--- src/rtl/cla_add_arbiter.sv ---
// cla_add_arbiter: round-robin time-sharing of one 32-bit CLA between NUM_REQ add/sub requesters

// b32_cla: 32-bit two-level carry-lookahead adder with signed overflow
module b32_cla (
    input  logic [31:0] x,
    input  logic [31:0] y,
    input  logic        c_in,
    output logic [31:0] z,
    output logic        overflow
);
    logic [31:0] g;
    logic [31:0] p;
    logic [32:0] c;
    logic [7:0]  gg;
    logic [7:0]  gp;
    // 4-bit lookahead groups chained by group generate/propagate
    always_comb begin
        g = x & y;
        p = x ^ y;
        c = '0;
        c[0] = c_in;
        gg = '0;
        gp = '0;
        for (int k = 0; k < 8; k++) begin
            gg[k] = g[4*k+3] | (p[4*k+3] & g[4*k+2]) | (&p[4*k+3 -: 2] & g[4*k+1]) | (&p[4*k+3 -: 3] & g[4*k]);
            gp[k] = &p[4*k +: 4];
            c[4*k+1] = g[4*k] | (p[4*k] & c[4*k]);
            c[4*k+2] = g[4*k+1] | (p[4*k+1] & g[4*k]) | (&p[4*k +: 2] & c[4*k]);
            c[4*k+3] = g[4*k+2] | (p[4*k+2] & g[4*k+1]) | (&p[4*k+1 +: 2] & g[4*k]) | (&p[4*k +: 3] & c[4*k]);
            c[4*k+4] = gg[k] | (gp[k] & c[4*k]);
        end
        z = p ^ c[31:0];
        overflow = c[32] ^ c[31];
    end
endmodule

module cla_add_arbiter #(
    parameter int NUM_REQ = 4,
    parameter int ID_W    = 2
) (
    input  logic                  clk,
    input  logic                  rst,
    input  logic [NUM_REQ-1:0]    req_valid,
    output logic [NUM_REQ-1:0]    req_ready,
    input  logic [32*NUM_REQ-1:0] req_a,
    input  logic [32*NUM_REQ-1:0] req_b,
    input  logic [NUM_REQ-1:0]    req_sub,
    output logic                  resp_valid,
    input  logic                  resp_ready,
    output logic [ID_W-1:0]       resp_id,
    output logic [31:0]           resp_sum,
    output logic                  resp_overflow
);
    typedef enum logic [1:0] {IDLE, EXEC, RESP} state_t;

    state_t          state_q, state_d;
    logic [ID_W-1:0] rr_last_q, rr_last_d;
    logic [ID_W-1:0] id_q, id_d;
    logic [ID_W-1:0] resp_id_q, resp_id_d;
    logic [31:0]     op_a_q, op_a_d;
    logic [31:0]     op_b_q, op_b_d;
    logic [31:0]     resp_sum_q, resp_sum_d;
    logic            sub_q, sub_d;
    logic            resp_valid_q, resp_valid_d;
    logic            resp_overflow_q, resp_overflow_d;
    logic [ID_W-1:0] win;
    logic [ID_W-1:0] idx;
    logic [31:0]     sel_a;
    logic [31:0]     sel_b;
    logic            sel_sub;
    logic            found;
    logic            grant;
    logic [31:0]     add_y;
    logic [31:0]     add_z;
    logic            add_ovf;

    // round-robin search from rr_last+1 and operand mux for the winner
    always_comb begin
        found = 1'b0;
        win = '0;
        idx = '0;
        sel_a = '0;
        sel_b = '0;
        sel_sub = 1'b0;
        for (int o = 1; o <= NUM_REQ; o++) begin
            idx = ID_W'((int'(rr_last_q) + o) % NUM_REQ);
            if (!found && req_valid[idx]) begin
                found = 1'b1;
                win = idx;
            end
        end
        for (int i = 0; i < NUM_REQ; i++) begin
            if (win == ID_W'(i)) begin
                sel_a = req_a[32*i +: 32];
                sel_b = req_b[32*i +: 32];
                sel_sub = req_sub[i];
            end
        end
    end

    assign grant     = !rst && found && (state_q == IDLE || (state_q == RESP && resp_ready));
    assign req_ready = grant ? (NUM_REQ'(1) << win) : '0;
    assign add_y     = sub_q ? ~op_b_q : op_b_q;

    b32_cla u_cla (
        .x        (op_a_q),
        .y        (add_y),
        .c_in     (sub_q),
        .z        (add_z),
        .overflow (add_ovf)
    );

    // next-state: grant latches operands, EXEC captures the adder, RESP waits for the consumer
    always_comb begin
        state_d = state_q;
        rr_last_d = rr_last_q;
        id_d = id_q;
        op_a_d = op_a_q;
        op_b_d = op_b_q;
        sub_d = sub_q;
        resp_valid_d = resp_valid_q;
        resp_id_d = resp_id_q;
        resp_sum_d = resp_sum_q;
        resp_overflow_d = resp_overflow_q;
        if (grant) begin
            op_a_d = sel_a;
            op_b_d = sel_b;
            sub_d = sel_sub;
            id_d = win;
            rr_last_d = win;
            state_d = EXEC;
        end
        if (state_q == EXEC) begin
            resp_sum_d = add_z;
            resp_overflow_d = add_ovf;
            resp_id_d = id_q;
            resp_valid_d = 1'b1;
            state_d = RESP;
        end
        if (state_q == RESP && resp_ready) begin
            resp_valid_d = 1'b0;
            state_d = grant ? EXEC : IDLE;
        end
    end

    // state registers; reset drops any in-flight operation
    always_ff @(posedge clk) begin
        if (rst) begin
            state_q <= IDLE;
            rr_last_q <= ID_W'(NUM_REQ - 1);
            id_q <= '0;
            op_a_q <= '0;
            op_b_q <= '0;
            sub_q <= 1'b0;
            resp_valid_q <= 1'b0;
            resp_id_q <= '0;
            resp_sum_q <= '0;
            resp_overflow_q <= 1'b0;
        end else begin
            state_q <= state_d;
            rr_last_q <= rr_last_d;
            id_q <= id_d;
            op_a_q <= op_a_d;
            op_b_q <= op_b_d;
            sub_q <= sub_d;
            resp_valid_q <= resp_valid_d;
            resp_id_q <= resp_id_d;
            resp_sum_q <= resp_sum_d;
            resp_overflow_q <= resp_overflow_d;
        end
    end

    assign resp_valid    = resp_valid_q;
    assign resp_id       = resp_id_q;
    assign resp_sum      = resp_sum_q;
    assign resp_overflow = resp_overflow_q;
endmodule

--- config.mk ---
export PLATFORM = sky130hd
export DESIGN_NAME = cla_add_arbiter
export DESIGN_NICKNAME = d
export VERILOG_FILES = /design/src/rtl/cla_add_arbiter.sv
export SDC_FILE = /design/constraint.sdc
export NUM_CORES = 1
export LEC_CHECK = 0
export ABC_AREA = 0
export CAP_MARGIN = 25
export CORE_MARGIN = 2
export CORE_UTILIZATION = 40
export CTS_CLUSTER_DIAMETER = 40
export DETAILED_ROUTE_END_ITERATION = 12
export PLACE_DENSITY_LB_ADDON = 0.3
export SLEW_MARGIN = 10
export SYNTH_ARGS = -nofsm -noshare
export SYNTH_HDL_FRONTEND = slang
export SYNTH_SLANG_ARGS = --single-unit
--- constraint.sdc ---
create_clock -name clk -period 8.54 [get_ports clk]
set_input_delay 1.281 -clock clk [delete_from_list [all_inputs] [get_ports clk]]
set_output_delay 1.281 -clock clk [all_outputs]
set_load 0.02 [all_outputs]
==> out/qor.yml <==
yosysWarnings: 0
grt_remaining_overflow: 0
drc: 0
synthCells: 1052
slew_violations: 0
async_flop_share_pct: 0
switching_share_pct: 42.0
fillers: 1697
final_common_cell: "clkdlybuf4s50_1"
period_minus_slack_ns: 5.05
area_growth_pct: 46.7
final_cell_mix: "clkdlybuf4s50_1 (305), nand2_1 (303), a21oi_1 (106), dfxtp_1 (106), nor2_1 (103)"
r2r_end: "resp_sum[29]"
clockBufferDepth: 2
die-area_um2: 19500
grt_antenna_before_repair: 0
seq_power_share_pct: 29.8
rr_startpoint: "sub_q"
drive_gt1_share_pct: 2.91
ys_seq_area_share_pct: 29.1
routed_wl_um: 24500
clockPowerShare_pct: 17.6
wl_per_cell_um: 16.0
dr.first_iter.drc_count: 495
max-vdd-ir-drop_mv: 0.169
postCtsHoldBufs: 0
yosys-top-cells-area: "dfxtp_1 (29%), nand2_1 (15%), a311oi_1 (8.0%)"
setup_tns_ns: 0
synth_nets: 1359
status: "finished, final reports clean"
setup_violations: 0
core_area_um2: 18000
post-route-util_pct: 59.8
nets: 1606
htree_levels: 3
crit_type: "in2out"
fp.dieW_um: 140
grtUsageTotal_pct: 24.6
combPwrFrac_pct: 52.6
cts_buffers: 9
cts_tree: "done"
worst_slew_pin_slew_ns: 1.00
synth_edf_count: 0
grt_pass1_vias: 7736
die_y_um: 140
reg2reg_setup_slack_ns: 4.48
yosysUniqueCellTypes: 54
synth_area_leader_cell: "dfxtp_1"
synth.top_cell.area_share_pct: 29.1
worst-endpoint-arrival_ns: 3.76
avgSynthCellArea_um2: 6.99
num_vias: 8190
n_antenna_cell: 0
syn-cell-area_um2: 7350
gp_congestion: 0.868
endpoint: "req_ready[0]"
crit_path_end_kind: "output pin"
cts_sinks: 107
slew_headroom_pct: 33.4
ant_nets: 0
rsz0062_at_grt: "no"
grt_pass1_wl_um: 38900
clock.fmax_mhz: 198
ys_ff_latch: 107
synthFlopType: "dfxtp_1"
p_int_uw: 1330
insertion_delay_ns: 0.36
startpoint_type: "primary input"
hold_viol: 0
critPathMaxFanout: 36
postCtsSetupBuffers: 0
skew_ns: 0.00678
start_util_pct: 40.8
num_rows: 49
p_per_area_nw_per_um2: 213
critPathRequiredTime_ns: 7.26
finalPower_uw: 2290
critPathLaunch: "req_valid[0]"
grt_max_degree: 99
dp_hpwl_um: 18400
cts_resized: 0
cts_root_buffer: "clkbuf_16"
p_sw_uw: 963
dr.pass1.iters: 5
avgViaCountPerCell: 5.34
reg2reg_depth: 13
portBuffers: 306
leakage_uw: 0.00448
hold_class: "reg2reg"
cap_violations: 0
post-route-period-util_pct: 59.1
ios: 307
cts.clk_slew.worst_paths_ns: 0.07
[worst max-delay path, cell delays in order]
cell and delay, ns:
clkdlybuf4s50_1 0.54, o41ai_2 0.80, buf_4 0.48, nor4_1 0.08, clkdlybuf4s50_1 0.57
[metrics by stage]
stage / setup WS (ns) / cell area, um^2 / hold slack, ns / instances
finish: 3.49 / 10800 / 0.451 / 1533
global route: 3.32 / 10800 / 0.466 / 1533
global placement: 3.34 / 10500 / 0.439 / 1516
floorplan: 4.41 / 7350 / 0.429 / 1052
CTS: 3.51 / 10800 / 0.453 / 1533
detailed placement: 3.50 / 10500 / 0.443 / 1517
[area by class of cell]
type,count,area [um^2],share of cell area (%)
Timing Repair Buffer,317,3160,29.3
Multi-Input combinational cell,843,4830,44.8
Clock inverter,7,61.3,0.569
Tap cell,229,287,2.66
Inverter,21,78.8,0.731
Sequential cell,107,2140,19.9
Clock buffer,9,225,2.09
[state kept, by name, summed over array words and instances (netlist names)]
signal / flops
resp_sum: 32
op_a_q: 32
resp_id: 2
op_b_q: 32
state_q: 2
rr_last_q: 2
resp_valid: 1
sub_q: 1
id_q: 2
resp_overflow: 1
[worst min path at each step]
stage / end / slack, ns / start / cells past startpoint
after floorplan: resp_id[0] / 0.43 / id_q[0] / 2
final: resp_sum[11] / 0.45 / resp_sum[11] / 2
after global placement: resp_sum[11] / 0.44 / resp_sum[11] / 2
after CTS: resp_sum[11] / 0.45 / resp_sum[11] / 2
after global routing: resp_sum[11] / 0.47 / resp_sum[11] / 2
after detailed placement: resp_sum[11] / 0.44 / resp_sum[11] / 2
[metal layers]
metal | global-route usage, % | wire, um | part of all wire (%) | vias to the layer above
met5 | 0 | 0 | 0 | -
met4 | 5.95 | 410 | 1.7 | 0
met3 | 5.37 | 1490 | 6.1 | 27
met2 | 40.3 | 11600 | 47 | 270
met1 | 33.1 | 11100 | 45 | 3748
li1 | - | - | - | 4145
[synthesized netlist by cell type, types with 9 or more instances]
cell type / count
buf_1: 11
a211oi_1: 9
clkbuf_1: 44
dfxtp_1: 107
buf_2: 23
and3_1: 66
inv_1: 21
nor3_1: 9
nor2_1: 104
xor2_1: 43
nand2_1: 303
a311oi_1: 67
a21oi_1: 106
o21ai_0: 11
ha_1: 33
[cells by family (layout without fill, tap and decap cells)]
family                     count (synthesis)  in the layout  share of synthesized area, %
and+or+nand+nor                          519            519                          30.3
adders and majority gates                 40             40                          7.52
AOI/OAI and AO/OA                        234            234                          21.3
DFF                                      107            107                          29.1
buffers and inverters                    102            354                          5.75
xor gates and xnor gates                  49             49                          5.84
muxes                                      1              1                         0.136
[power groups by stage]
stage / sequential [uW] / combinational (uW) / clock (uW)
final: 683 / 1210 / 404
after global placement: 692 / 1180 / 0
after global routing: 697 / 1340 / 432
after detailed placement: 695 / 1200 / 0
after floorplan: 704 / 765 / 0
after CTS: 683 / 1210 / 415
Note: power is estimated with default switching activity, not from simulation.
